===== config.mk =====
export PLATFORM = sky130hd
export DESIGN_NAME = alu_seq_param
export DESIGN_NICKNAME = d
export VERILOG_FILES = /design/src/rtl/alu_seq_pkg.sv /design/src/rtl/alu_seq_logic.sv /design/src/rtl/alu_seq_param.sv
export SDC_FILE = /design/constraint.sdc
export NUM_CORES = 1
export LEC_CHECK = 0
export ABC_CLOCK_PERIOD_IN_PS = 2300
export CAP_MARGIN = 25
export CELL_PAD_IN_SITES_DETAIL_PLACEMENT = 0
export CELL_PAD_IN_SITES_GLOBAL_PLACEMENT = 1
export CORE_MARGIN = 5
export CORE_UTILIZATION = 40
export CTS_CLUSTER_SIZE = 30
export DETAILED_ROUTE_END_ITERATION = 6
export PLACE_DENSITY = 0.77
export SYNTH_ARGS = -nofsm -noshare
export SYNTH_HDL_FRONTEND = slang
export SYNTH_HIERARCHICAL = 1
export SYNTH_SLANG_ARGS = --single-unit
export TNS_END_PERCENT = 20

===== constraint.sdc =====
create_clock -name clock -period 2.3 [get_ports clock]
set_input_delay 0.23 -clock clock [delete_from_list [all_inputs] [get_ports clock]]
set_output_delay 0.23 -clock clock [all_outputs]
set_load 0.005 [all_outputs]

===== src/rtl/alu_seq_pkg.sv =====
// Shared opcode and FSM state encodings for the sequential parametrised ALU.
package alu_seq_pkg;

    localparam int unsigned OP_W = 3;

    localparam logic [OP_W-1:0] OP_NOTA = 3'b000;
    localparam logic [OP_W-1:0] OP_ADD3 = 3'b001;
    localparam logic [OP_W-1:0] OP_AND  = 3'b010;
    localparam logic [OP_W-1:0] OP_OR   = 3'b011;
    localparam logic [OP_W-1:0] OP_XOR  = 3'b100;
    localparam logic [OP_W-1:0] OP_ROTL = 3'b101;
    localparam logic [OP_W-1:0] OP_ZERO = 3'b110;
    localparam logic [OP_W-1:0] OP_ONES = 3'b111;

    typedef enum logic [1:0] {
        S_IDLE = 2'd0,
        S_ADD2 = 2'd1,
        S_ROT  = 2'd2
    } state_e;

endpackage : alu_seq_pkg


===== src/rtl/alu_seq_logic.sv =====
// Combinational single-cycle results (NOT/AND/OR/XOR/ZERO/ONES) for the sequential ALU.
module alu_seq_logic
    import alu_seq_pkg::*;
#(
    parameter int unsigned WIDTH = 4
) (
    input  logic [OP_W-1:0]  sel,
    input  logic [WIDTH-1:0] a,
    input  logic [WIDTH-1:0] b,
    output logic [WIDTH-1:0] result_c
);

    // Select the single-cycle result; multi-cycle opcodes are handled by the top level
    always_comb begin
        result_c = '0;
        case (sel)
            OP_NOTA: result_c = ~a;
            OP_AND:  result_c = a & b;
            OP_OR:   result_c = a | b;
            OP_XOR:  result_c = a ^ b;
            OP_ZERO: result_c = '0;
            OP_ONES: result_c = '1;
            default: result_c = '0;
        endcase
    end

endmodule : alu_seq_logic


===== src/rtl/alu_seq_param.sv =====
// Registered multi-cycle ALU: start/busy/done handshake, two-cycle 3-operand add,
// bit-serial rotate-through-carry with programmable amount.
module alu_seq_param
    import alu_seq_pkg::*;
#(
    parameter int unsigned WIDTH = 4
) (
    input  logic             clock,
    input  logic             reset,
    input  logic             start,
    input  logic [OP_W-1:0]  Select,
    input  logic [WIDTH-1:0] A,
    input  logic [WIDTH-1:0] B,
    input  logic [WIDTH-1:0] C,
    output logic [WIDTH-1:0] RegOut,
    output logic             Carryout,
    output logic             busy,
    output logic             done
);

    localparam int unsigned AMT_W = $clog2(WIDTH);
    localparam int unsigned S1_W  = WIDTH + 1;
    localparam int unsigned SUM_W = WIDTH + 2;

    state_e             state_q,  state_d;
    logic [WIDTH-1:0]   regout_q, regout_d;
    logic               carry_q,  carry_d;
    logic               busy_q,   busy_d;
    logic               done_q,   done_d;
    logic [S1_W-1:0]    s1_q,     s1_d;
    logic [WIDTH-1:0]   c_q,      c_d;
    logic [AMT_W-1:0]   cnt_q,    cnt_d;

    logic [WIDTH-1:0]   logic_res_c;
    logic [SUM_W-1:0]   sum2_c;
    logic               accept_c;

    // Single-cycle results computed from the operands as sampled at the accept edge
    alu_seq_logic #(
        .WIDTH (WIDTH)
    ) u_logic (
        .sel      (Select),
        .a        (A),
        .b        (B),
        .result_c (logic_res_c)
    );

    assign accept_c = start && !busy_q;
    assign sum2_c   = SUM_W'(s1_q) + SUM_W'(c_q);

    // Next-state, datapath and handshake logic
    always_comb begin
        state_d  = state_q;
        regout_d = regout_q;
        carry_d  = carry_q;
        busy_d   = busy_q;
        done_d   = 1'b0;
        s1_d     = s1_q;
        c_d      = c_q;
        cnt_d    = cnt_q;

        case (state_q)
            S_IDLE: begin
                busy_d = 1'b0;
                if (accept_c) begin
                    case (Select)
                        OP_ADD3: begin
                            // First adder stage; C is kept for the second stage
                            s1_d    = S1_W'(A) + S1_W'(B);
                            c_d     = C;
                            busy_d  = 1'b1;
                            state_d = S_ADD2;
                        end
                        OP_ROTL: begin
                            regout_d = A;
                            carry_d  = C[0];
                            cnt_d    = B[AMT_W-1:0];
                            if (B[AMT_W-1:0] != '0) begin
                                busy_d  = 1'b1;
                                state_d = S_ROT;
                            end else begin
                                done_d = 1'b1;
                            end
                        end
                        default: begin
                            regout_d = logic_res_c;
                            carry_d  = 1'b0;
                            done_d   = 1'b1;
                        end
                    endcase
                end
            end
            S_ADD2: begin
                // Carry flag is set if either of the two upper sum bits is set
                regout_d = sum2_c[WIDTH-1:0];
                carry_d  = |sum2_c[SUM_W-1:WIDTH];
                busy_d   = 1'b0;
                done_d   = 1'b1;
                state_d  = S_IDLE;
            end
            S_ROT: begin
                // One rotate-through-carry step per cycle
                {carry_d, regout_d} = {regout_q, carry_q};
                cnt_d = cnt_q - AMT_W'(1);
                if (cnt_q == AMT_W'(1)) begin
                    busy_d  = 1'b0;
                    done_d  = 1'b1;
                    state_d = S_IDLE;
                end
            end
            default: begin
                busy_d  = 1'b0;
                state_d = S_IDLE;
            end
        endcase
    end

    // State and datapath registers with synchronous reset
    always_ff @(posedge clock) begin
        if (reset) begin
            state_q  <= S_IDLE;
            regout_q <= '0;
            carry_q  <= 1'b0;
            busy_q   <= 1'b0;
            done_q   <= 1'b0;
            s1_q     <= '0;
            c_q      <= '0;
            cnt_q    <= '0;
        end else begin
            state_q  <= state_d;
            regout_q <= regout_d;
            carry_q  <= carry_d;
            busy_q   <= busy_d;
            done_q   <= done_d;
            s1_q     <= s1_d;
            c_q      <= c_d;
            cnt_q    <= cnt_d;
        end
    end

    assign RegOut   = regout_q;
    assign Carryout = carry_q;
    assign busy     = busy_q;
    assign done     = done_q;

endmodule : alu_seq_param

==> results of run 1 <==
[synth_stat cells (2+ instances only)]
| cell type | instances |
|---|---|
| inv_1 | 19 |
| and3b_2 | 2 |
| and2_1 | 2 |
| mux2_1 | 2 |
| o21ai_1 | 2 |
| a221o_1 | 3 |
| o41ai_1 | 3 |
| nand2b_1 | 5 |
| nand2_1 | 23 |
| nand3_1 | 2 |
| nor3b_1 | 5 |
| a31oi_1 | 2 |
| buf_2 | 2 |
| clkbuf_1 | 2 |
| o21ai_0 | 2 |
| mux2i_1 | 2 |
| nor3_1 | 3 |
| nor2b_1 | 4 |
| o2bb2ai_1 | 2 |
| ha_1 | 21 |
| a211oi_1 | 5 |
| a311o_1 | 2 |
| dfxtp_1 | 20 |
| a221oi_1 | 3 |
| nand3b_1 | 5 |
| nor2_1 | 8 |
| fa_1 | 2 |
| a21oi_1 | 17 |
[state kept, by name, indices dropped and copies added (netlist names)]
| name | flops |
|---|---|
| cnt_q | 2 |
| RegOut | 4 |
| s1_q | 5 |
| busy | 1 |
| Carryout | 1 |
| done | 1 |
| state_q | 2 |
| c_q | 4 |
[layout make-up]
cell class,instances,share of cell area
inverter,19,0.0357
multi-input combinational,148,0.558
sequential,20,0.200
clock buffer,3,0.0207
tap,50,0.0313
timing repair buffer,33,0.154
[per-stage QoR]
step                      setup slack [ns]  hold slack (ns)
after floorplan                      0.402            0.333
after global placement              -0.174            0.450
after detailed placement            -0.232            0.455
after CTS                           0.0348            0.466
after global routing                0.0101            0.500
final                                0.103            0.469
[routing by layer]
layer	GRT usage	up-vias	part of all wire
met5	0	-	0
met3	0.0205	9	0.043
met4	0.0624	0	0.019
met2	0.266	45	0.46
met1	0.209	707	0.48
li1	-	757	-
[repair_timing]
action / in CTS / in global routing
endpoints found under the setup margin: 0 / 1
endpoints found under the hold margin: 0 / 0
gates resized for setup: 0 / 1
hold buffers: 0 / 0
[worst max path at each step]
stage	startpoint	end	slack [ns]
finish	B[3]	RegOut[3]	0.10
CTS	B[3]	RegOut[3]	0.03
global route	A[3]	RegOut[3]	0.01
global placement	A[3]	RegOut[3]	-0.17
floorplan	A[3]	RegOut[3]	0.40
detailed placement	B[3]	RegOut[3]	-0.23
[worst register-to-register path: stages, from the launching register on]
cell,delay (ns)
dfxtp_1,0.33
ha_1,0.24
fa_1,0.43
a21oi_1,0.15
nor3b_1,0.06
a2111oi_0,0.51
o41ai_1,0.16
[cells by family (layout without fill, tap and decap cells)]
group / Yosys count / in the layout / share of synthesized area
AO/OA/AOI/OAI: 51 / 51 / 0.228
AND/OR/NAND/NOR: 68 / 68 / 0.236
XOR/XNOR: 2 / 2 / 0.0109
flip-flops: 20 / 20 / 0.249
adder cells (fa/ha/maj): 23 / 23 / 0.188
multiplexers: 4 / 4 / 0.0264
buffers and inverters: 24 / 55 / 0.0622
[power by group through the flow]
| stage | logic, mW | clock network (mW) | registers (mW) |
|---|---|---|---|
| 6_report | 0.229 | 0.228 | 0.374 |
| 5_1_grt | 0.255 | 0.250 | 0.376 |
| 4_1_cts | 0.228 | 0.230 | 0.373 |
| 3_5_place_dp | 0.226 | 0 | 0.381 |
| 3_3_place_gp | 0.221 | 0 | 0.380 |
| 2_1_floorplan | 0.124 | 0 | 0.379 |
==> flow_summary.ini, run 1 <==
[logic_synthesis]
synth_top_area_share = 0.249
synthArstFlopShare = 0
yosysWarnings = 6
syn-cell-area_mm2 = 0.00161
seq_area_frac_synth = 0.249
yosysUniqueCellTypes = 50
synth_edf_count = 0
synth_ff_type = dfxtp_1
ys_seq_elements = 20
synth_nets = 233
synth_top_area_cell = dfxtp_1
synth_area_leaders = dfxtp_1, ha_1, nand2_1, a21oi_1, inv_1
syn_area_per_cell_um2 = 8.39
syn_inst = 192

[clock_tree]
clock-root-buffer = clkbuf_8
clkSinkCount = 20
clk_path_buf_depth = 2
cts_tree = yes
clk_pin_slew_ns = 0.07
cts_htree_levels = 1
clock_latency_ns = 0.26
post-cts-setup-buffers = 0
numCtsBuffers = 3

[setup_path]
required_ns = 2.41
reg2reg_from = s1_q[0]
critical-path-top-delay-family = compound AO/OA/AOI/OAI gates
cp_cell_sequence = clkdlybuf4s50_1 > inv_1 > ha_1 > mux2_1 > a221o_1 > and2_1 > a2111oi_2 > a2111oi_2
cp_num_cells = 8
cp_slowest_cell = clkdlybuf4s50_1
reg2reg_slack_ns = 0.29
cp-start-kind = input pin
critPathMaxFanout = 2
path_common_cell = a2111oi_2
critPathMaxStageDelay_ns = 0.49
crit_arrival_ns = 2.31
path_class = in2reg
critPathCaptureType = flop
r2r-end = Carryout
ff2ff_path_depth = 6
crit_buf_inv = 2

[worst_hold_path]
min_from = c_q[0]
holdPathEnd = c_q[0]
hp-class = reg2reg
hold_path_depth = 2

[power]
irDropWorstVdd_mv = 0.203
finalPower_uw = 830
p_sw_uw = 234
combPwrFrac = 0.275
leakage_nw = 0.821
switching_share = 0.282
power_density_mw_per_mm2 = 416
p_clk_frac = 0.275
seqPwrFrac = 0.450
internal_power_uw = 596

[detailed_routing]
wl_per_cell_um = 14.6
via_per_inst = 5.56
postRouteWirelength_mm = 3.99
vias = 1518
drc = 0
drt-initial-drc-count = 113
dr.pass1.iters = 4
ant_nets = 0

[cells_and_area]
register_area_um2 = 400
layout-drive-gt1-share = 0.0942
final_cell_mix = clkdlybuf4s50_1, nand2_1, ha_1
layout_commonest_cell = clkdlybuf4s50_1
num_antenna_cells = 0
final_cells = 273
area_growth_syn_to_layout_pct = 24.1
finalCoreUtilization = 0.507
multiInputGateArea_mm2 = 0.00111
fin_area_mm2 = 0.00200
fillCellCount = 365
final_nets = 266

[sta]
worst_pin_slew_ns = 0.800
fin_crit_sh = 0.955
finalClockSkew_ns = 0.00459
rsz0062_at_grt = false
fin_crit_ns = 2.20
max_slew_margin = 0.465
fmax_ghz = 0.455
hold_viol = 0
setup_viol = 0
final.setup.tns_ns = 0
maxSlewViolCount = 0

[placement]
dpl.hpwl_mm = 3.14
dpl.cell_count = 270
gp_congestion = 0.855
placed_cell_area_mm2 = 0.00195
port-buffer-count = 24

[run_status]
status = complete, no violations

[floorplanning]
std_cell_rows = 23
ioPinCount = 25
dieArea_mm2 = 0.00539
dieHeight_um = 73.5
start_util = 0.408
fp.dieW_um = 73.5
fp.coreArea_mm2 = 0.00394

[global_route]
grt_util_all_layers = 0.160
antenna_found_initial = 0
overflow = 0
grt_pass1_vias = 1533
grt_pass1_wl_mm = 6.95
grt_max_degree = 23

[job]
cap_viol_max_count = 0
No activity file was read; power rests on OpenSTA's default activity.
==> inputs of run 2 (changes only) <==
Settings changed: CTS_CLUSTER_SIZE 30 to 40, SETUP_SLACK_MARGIN from default to 0.5, SKIP_CTS_REPAIR_TIMING from default to 1.
==> flow_summary.ini, run 2 (synthesized netlist as in run 1, its figures left out) <==
[run_status]
status = complete, no violations

[setup_path]
cp-startpoint = B[2]
critPathMaxStageDelay_ns = 0.52
critPathMaxFanout = 3
r2r-end = RegOut[2]
cp_slowest_cell = clkdlybuf4s50_1
cp-start-kind = input pin
critical-path-top-delay-family = compound AO/OA/AOI/OAI gates
ff2ff_path_depth = 6
reg2reg_from = s1_q[0]
reg2reg_slack_ns = 0.54
critPathCaptureType = flop
crit_arrival_ns = 1.86
path_class = in2reg
cp_cell_sequence = clkdlybuf4s50_1 > inv_1 > ha_1 > nand2_1 > o21ai_1 > a221o_1 > nand2_1 > a311o_1 > a21oi_1
required_ns = 2.40
crit_buf_inv = 2
path_common_cell = nand2_1

[detailed_routing]
ant_nets = 0
wl_per_cell_um = 15.6
postRouteWirelength_mm = 4.28
vias = 1511
dr.pass1.iters = 4
drc = 0
drt-initial-drc-count = 48
via_per_inst = 5.49

[cells_and_area]
final_nets = 268
largest_reg_flops = 5
layout-drive-gt1-share = 0.164
num_antenna_cells = 0
area_growth_syn_to_layout_pct = 31.8
largest-register = s1_q
fillCellCount = 362
layout_commonest_cell = nand2_1
register_area_um2 = 402
final_cell_mix = nand2_1, dfxtp_1, inv_1, ha_1
finalCoreUtilization = 0.538
multiInputGateArea_mm2 = 0.00120

[clock_tree]
clkSinkCount = 20
cts_htree_levels = 1
clk_pin_slew_ns = 0.07
clk_path_buf_depth = 2
clock-root-buffer = clkbuf_8
clock_latency_ns = 0.25
numCtsBuffers = 3
cts_tree = yes

[power]
switching_share = 0.288
seqPwrFrac = 0.438
p_sw_uw = 246
combPwrFrac = 0.295
irDropWorstVdd_mv = 0.166
power_density_mw_per_mm2 = 403
leakage_nw = 0.904
internal_power_uw = 609
p_clk_frac = 0.267
finalPower_uw = 854

[floorplanning]
fp.dieW_um = 73.5
ioPinCount = 25
start_util = 0.408
dieArea_mm2 = 0.00539
std_cell_rows = 23
dieHeight_um = 73.5
fp.coreArea_mm2 = 0.00394

[sta]
max_slew_margin = 0.453
fin_crit_sh = 0.765
worst_pin_slew_ns = 0.818
fmax_ghz = 0.568
hold_viol = 0
finalClockSkew_ns = 0.00118
maxSlewViolCount = 0
fin_crit_ns = 1.76
rsz0062_at_grt = true
setup_viol = 0

[worst_hold_path]
hp-class = in2reg
hold_path_depth = 4
holdPathEnd = cnt_q[0]
min_from = B[0]

[global_route]
grt_pass1_vias = 1500
antenna_found_initial = 0
grt_pass1_wl_mm = 6.80
grt_max_degree = 23
overflow = 0
grt_util_all_layers = 0.162

[placement]
dpl.hpwl_mm = 3.30
port-buffer-count = 24
gp_congestion = 0.851

[job]
cap_viol_max_count = 0
[run 2: cell count changes in the layout (fill, tap and decap cells not counted), moves of 2 or more]
cell | before | now
clkdlybuf4s50_1 | 24 | 17
ha_1 | 21 | 18
dlymetal6s2s_1 | 0 | 7
buf_4 | 9 | 11
ha_2 | 0 | 2
[run 2: worst reg2reg max path, stage by stage, from the launching register on]
cell and delay [ns]:
dfxtp_1 0.32, ha_2 0.21, fa_2 0.40, xor2_2 0.19, a221oi_2 0.25, a311o_1 0.17
a21oi_1 0.07
[run 2: cell type report]
cell class / instances / share of cell area
well taps: 50 / 0.0295
multi-input cells: 148 / 0.568
clock buffers: 3 / 0.0195
inverters: 19 / 0.0336
flip-flops and latches: 20 / 0.189
repair buffers: 35 / 0.160
[run 2: how the worst max path moves through the flow]
stage | to | slack [ns] | depth (start not counted)
global route | Carryout | 0.41 | 6
detailed placement | RegOut[3] | -0.04 | 8
floorplan | RegOut[3] | 0.55 | 6
CTS | RegOut[3] | 0.23 | 8
finish | RegOut[2] | 0.54 | 9
global placement | RegOut[3] | 0.01 | 8
[run 2: through the flow]
step	setup WS, ns	setup TNS, ns	instance area [um^2]	hold slack [ns]	instances
after floorplan	0.555	0	1620	0.333	192
after global placement	0.0129	0	1950	0.450	269
after detailed placement	-0.0387	-0.0387	1950	0.456	269
after CTS	0.227	0	1990	0.465	272
after global routing	0.414	0	2120	0.483	275
final	0.540	0	2120	0.456	275
[run 2: per-layer routing]
layer	vias up	GRT usage	part of all wire
met5	-	0	0
met4	0	0.0724	0.021
met3	7	0.0192	0.033
met2	34	0.269	0.48
met1	707	0.208	0.46
li1	763	-	-
[run 2: power by group through the flow]
stage | sequential [mW] | combinational (mW) | clock (mW)
after floorplan | 0.379 | 0.125 | 0
after global placement | 0.381 | 0.221 | 0
after detailed placement | 0.381 | 0.229 | 0
after CTS | 0.373 | 0.231 | 0.230
after global routing | 0.376 | 0.276 | 0.246
final | 0.374 | 0.252 | 0.228
